**src/rtl/mips_loader_pkg.sv**
```systemverilog
// Shared types and constants for the instruction-memory loader.
package mips_loader_pkg;

  typedef enum logic [1:0] {
    IDLE  = 2'd0,
    LOAD  = 2'd1,
    DRAIN = 2'd2,
    RUN   = 2'd3
  } state_e;

  localparam int unsigned WORD_W      = 32;
  localparam int unsigned COUNT_W     = 16;
  localparam int unsigned WORD_STRIDE = 4;

  localparam logic [WORD_W-1:0] DEFAULT_BASE_ADDR = 32'h0000_0000;
  localparam int unsigned       DEFAULT_MAX_WORDS = 256;

endpackage

```
**src/rtl/loader_checksum.sv**
```systemverilog
// Running modulo-2^32 sum of accepted program words.
module loader_checksum
  import mips_loader_pkg::*;
(
  input  logic              clock,
  input  logic              reset,
  input  logic              clear,
  input  logic              add_en,
  input  logic [WORD_W-1:0] word,
  output logic [WORD_W-1:0] sum
);

  always_ff @(posedge clock) begin
    if (reset || clear) begin
      sum <= '0;
    end else if (add_en) begin
      sum <= sum + word;
    end
  end

endmodule

```
**src/rtl/imem_loader.sv**
```systemverilog
// Streams a program into instruction memory, then releases the CPU from reset.
// Optional feature macro: IMEM_LOADER_CHECKSUM_EN (sum check before RUN).
module imem_loader
  import mips_loader_pkg::*;
#(
  parameter logic [WORD_W-1:0] BASE_ADDR = DEFAULT_BASE_ADDR,
  parameter int unsigned       MAX_WORDS = DEFAULT_MAX_WORDS
) (
  input  logic               clock,
  input  logic               reset,
  input  logic               start,
  input  logic [COUNT_W-1:0] word_count,
  input  logic               halt,
  input  logic               in_valid,
  input  logic [WORD_W-1:0]  in_data,
  output logic               in_ready,
  output logic               mem_write_enabled,
  output logic [WORD_W-1:0]  mem_address,
  output logic [WORD_W-1:0]  mem_data,
  output logic               cpu_reset,
  output logic               busy,
  output logic               done,
  output logic               err_overflow,
  input  logic [WORD_W-1:0]  expected_sum,
  output logic               err_checksum
);

  state_e             state;
  logic [WORD_W-1:0]  waddr;
  logic [COUNT_W-1:0] beat_cnt;
  logic [COUNT_W-1:0] wc_reg;

  logic too_long_c;
  logic load_start_c;
  logic beat_c;
  logic chk_fail_c;

  assign too_long_c   = 32'(word_count) > MAX_WORDS;
  assign load_start_c = (state == IDLE) && start && (word_count != '0) && !too_long_c;
  assign beat_c       = (state == LOAD) && in_valid && in_ready;

`ifdef IMEM_LOADER_CHECKSUM_EN
  logic [WORD_W-1:0] run_sum;
  logic              err_chk_q;

  loader_checksum u_checksum (
    .clock  (clock),
    .reset  (reset),
    .clear  (load_start_c),
    .add_en (beat_c),
    .word   (in_data),
    .sum    (run_sum)
  );

  assign chk_fail_c = (run_sum != expected_sum);

  // Sticky until reset or the next accepted start.
  always_ff @(posedge clock) begin
    if (reset) begin
      err_chk_q <= 1'b0;
    end else if ((state == IDLE) && start && !too_long_c) begin
      err_chk_q <= 1'b0;
    end else if ((state == DRAIN) && chk_fail_c) begin
      err_chk_q <= 1'b1;
    end
  end

  assign err_checksum = err_chk_q;
`else
  logic unused_expected_sum;
  assign unused_expected_sum = ^expected_sum;
  assign chk_fail_c          = 1'b0;
  assign err_checksum        = 1'b0;
`endif

  // Control FSM; every status output is updated alongside the state it reflects.
  always_ff @(posedge clock) begin
    if (reset) begin
      state             <= IDLE;
      waddr             <= '0;
      beat_cnt          <= '0;
      wc_reg            <= '0;
      in_ready          <= 1'b0;
      mem_write_enabled <= 1'b0;
      mem_address       <= '0;
      mem_data          <= '0;
      cpu_reset         <= 1'b1;
      busy              <= 1'b0;
      done              <= 1'b0;
      err_overflow      <= 1'b0;
    end else begin
      mem_write_enabled <= 1'b0;
      err_overflow      <= 1'b0;
      case (state)
        IDLE: begin
          if (start) begin
            if (word_count == '0) begin
              state     <= RUN;
              cpu_reset <= 1'b0;
              done      <= 1'b1;
            end else if (too_long_c) begin
              err_overflow <= 1'b1;
            end else begin
              state    <= LOAD;
              in_ready <= 1'b1;
              busy     <= 1'b1;
              waddr    <= BASE_ADDR;
              beat_cnt <= '0;
              wc_reg   <= word_count;
            end
          end
        end
        LOAD: begin
          if (beat_c) begin
            mem_write_enabled <= 1'b1;
            mem_address       <= waddr;
            mem_data          <= in_data;
            waddr             <= waddr + WORD_W'(WORD_STRIDE);
            beat_cnt          <= beat_cnt + COUNT_W'(1);
            if ((beat_cnt + COUNT_W'(1)) == wc_reg) begin
              state    <= DRAIN;
              in_ready <= 1'b0;
            end
          end
        end
        DRAIN: begin
          busy <= 1'b0;
          if (chk_fail_c) begin
            state <= IDLE;
          end else begin
            state     <= RUN;
            cpu_reset <= 1'b0;
            done      <= 1'b1;
          end
        end
        RUN: begin
          if (halt) begin
            state     <= IDLE;
            cpu_reset <= 1'b1;
            done      <= 1'b0;
          end
        end
        default: state <= IDLE;
      endcase
    end
  end

endmodule

```
**config.mk**
```make
export PLATFORM = sky130hd
export DESIGN_NAME = imem_loader
export DESIGN_NICKNAME = d
export VERILOG_FILES = /design/src/rtl/mips_loader_pkg.sv /design/src/rtl/loader_checksum.sv /design/src/rtl/imem_loader.sv
export SDC_FILE = /design/constraint.sdc
export NUM_CORES = 1
export LEC_CHECK = 0
export ABC_CLOCK_PERIOD_IN_PS = 3590
export CORE_ASPECT_RATIO = 1.4
export CORE_MARGIN = 10
export CORE_UTILIZATION = 48
export DETAILED_ROUTE_END_ITERATION = 10
export MAX_ROUTING_LAYER = met4
export PLACE_DENSITY_LB_ADDON = 0.25
export SLEW_MARGIN = 20
export SYNTH_ARGS = -nofsm -noshare
export SYNTH_HDL_FRONTEND = slang
export SYNTH_SLANG_ARGS = --single-unit
```
**constraint.sdc**
```tcl
create_clock -name clock -period 3.59 [get_ports clock]
set_input_delay 0.8975 -clock clock [delete_from_list [all_inputs] [get_ports clock]]
set_output_delay 0.8975 -clock clock [all_outputs]
set_load 0.05 [all_outputs]
```
==> results.ini <==
[power_and_ir_drop]
total_power_mw=3.35
power.density_nw_per_um2=447
peakVddDrop_mv=0.333
p_leak_nw=2.66

[logic_synthesis]
synthArstFlopShare_pct=0
synth_area_um2=5610
synth_cell_type_count=45
synth_edf_count=0
avgSynthCellArea_um2=8.10
syn_inst=692
synth_seq_area_share_pct=47.1
ys_ff_latch=132
synthFlopType=dfxtp_1
yosys_warnings=0

[clock_tree]
clk_pin_slew_ns=0.05
clk_path_buf_depth=2
cts-root-buf=clkbuf_16
ctsResizeCount=0
clock_latency_ns=0.41
numCtsBuffers=17
cts.sinks=132
hold_buffers=0
post_cts_buffers=0
cts_tree=done
h-tree-depth=4

[sta]
relSlewSlack_pct=44.8
holdWs_ns=0.451
rsz0062_at_grt=false
finalHoldViolations=0
postLayoutSetupSlackWorst_ns=0.342
finalCritPeriodShare_pct=90.5
setup_viol=0
worst_slew_pin_slew_ns=0.822
slew_violations=0
fin_crit_ns=3.25
max_clock_freq_mhz=308
fin_skew_ns=0.0109

[layout]
layoutNonFillerInstCount=960
largest_reg_flops=32
final_cell_mix=nand2_1, dfxtp_1, clkdlybuf4s50_1
drive_above_1_share_pct=6.50
final_common_cell=nand2_1
fillCellCount=973
top_regs=mem_data: 32 flops, mem_address: 30 flops, waddr: 30 flops
syn2layout_area_growth_pct=33.5
num_antenna_cells=0
finalNetCount=895
top_register=mem_data
final_util_pct=65.7

[hold_path]
min_path_cells=2
min_path_type=reg2reg

[placed_design]
dp_hpwl_mm=10.8
io_buffers=120
dpl.cell_count=928
pre_cts_slack_ns=-0.0810
gp_congestion=0.882

[floorplanning]
die_h_um=148
die_area_um2=16500
io_pins=156
core_um2=11400
die_width_um=111
initial_core_util_pct=49.2
rows=46

[worst_setup_path]
startpoint_type=input pin
worst-path-stages=9
critical_path_class=in2reg
path_delay_family=simple AND/OR/NAND/NOR gates
ff2ff_path_depth=8
setup.worst_path.end_class=flop
worstPathCellList=clkdlybuf4s50_1 > or4_1 > o21ai_1 > a41o_2 > nand3_2 > nor3_1 > nand4_1 > xor2_1 > nor2_1
path_buf_inv=1
cp.arrival_ns=3.55
slowest_stage=nor3_1
crit_path_max_incr_delay_ns=0.65
path_max_fanout=7
crit_required_ns=3.89

[routing]
vias=5005
firstDrtPassIters=4
ant_nets=0
vias_per_cell=5.21
routedWlPerCell_um=15.1
drt_wl_total_mm=14.5
drcViolationCount=0
drt_iter0_drc=196

[global_routing]
grt_max_degree=64
grt.total_usage_pct=17.9
grt_remaining_overflow=0
grt_pass1_vias=4929
grt_antenna_before_repair=0
grt_pass1_wl_mm=24.0

[run]
drv_cap=0

[outcome]
status=finished, final reports clean

-- layer usage --
layer,global-route usage (%),share of wire [%],up-vias
li1,-,-,2507
met1,17.4,39,2385
met2,33.8,56,94
met3,4.54,3.3,19
met4,5.93,1.7,0
met5,-,0,-
-- report_power, final --
part	internal, mW	switching [mW]	total, mW
Combinational	0.0939	0.106	0.200
Sequential	1.47	0.0144	1.49
Clock	1.05	0.603	1.66
Total	2.62	0.724	3.35
-- cell type report --
type	count	area [µm²]	share of cell area (%)
multi-input cells	507	2740	36.6
clock inverters	9	104	1.39
clock buffers	23	468	6.25
inverters	12	45.0	0.602
well taps	144	180	2.41
repair buffers	133	1310	17.4
flip-flops and latches	132	2640	35.3
-- cell families (layout without fill, tap and decap cells) --
group	Yosys count	after routing	share of synthesized area, %
adder cells (fa/ha/maj)	7	7	1.56
buffers and inverters	55	177	4.22
other	1	3	0.0669
AO/OA/AOI/OAI	99	99	9.50
AND/OR/NAND/NOR	324	324	25.7
XOR/XNOR	62	62	9.68
multiplexers	12	12	2.19
flip-flops	132	132	47.1
-- per-stage QoR --
step / setup TNS, ns / instance area [µm²]
after global placement: -0.0677 / 6920
after CTS: 0 / 7490
after detailed placement: -0.276 / 6920
after global routing: 0 / 7490
final: 0 / 7490
after floorplan: 0 / 5620
-- cell usage after synthesis (all sizes together), types with 2 or more instances --
master | n | area, µm²
a21oi | 75 | 375
a31oi | 2 | 12.5
and2 | 11 | 70.1
and3 | 6 | 37.5
and4 | 3 | 26.3
buf | 14 | 82.6
clkbuf | 29 | 109
dfxtp | 132 | 2640
ha | 7 | 87.6
inv | 12 | 45.0
mux2 | 2 | 22.5
mux2i | 10 | 100
nand2 | 160 | 601
nand2b | 4 | 25.0
nand3 | 20 | 105
nand4 | 17 | 106
nor2 | 76 | 285
nor2b | 2 | 12.5
nor3 | 9 | 45.0
nor4 | 5 | 46.3
o21a | 2 | 15.0
o21ai | 12 | 60.1
or3 | 6 | 37.5
or4 | 3 | 26.3
xnor2 | 29 | 254
xor2 | 33 | 289
-- path summary, 6_finish.rpt --
kind	start	endpoint	slack [ns]
min	mem_address[20]	mem_address[20]	0.45
min reg2reg	mem_address[20]	mem_address[20]	0.45
max reg2reg	beat_cnt[9]	state[1]	0.70
max	word_count[4]	waddr[30]	0.34
-- worst reg2reg max path, cell delays in order (launching register included) --
cell,delay (ns)
dfxtp_1,0.49
or3b_2,0.48
o21ai_0,0.11
a21oi_1,0.10
mux2_2,0.27
a2111oi_0,0.55
nand4_1,0.24
a21o_1,0.26
mux2_2,0.27
Note: power is estimated with default switching activity, not from simulation.
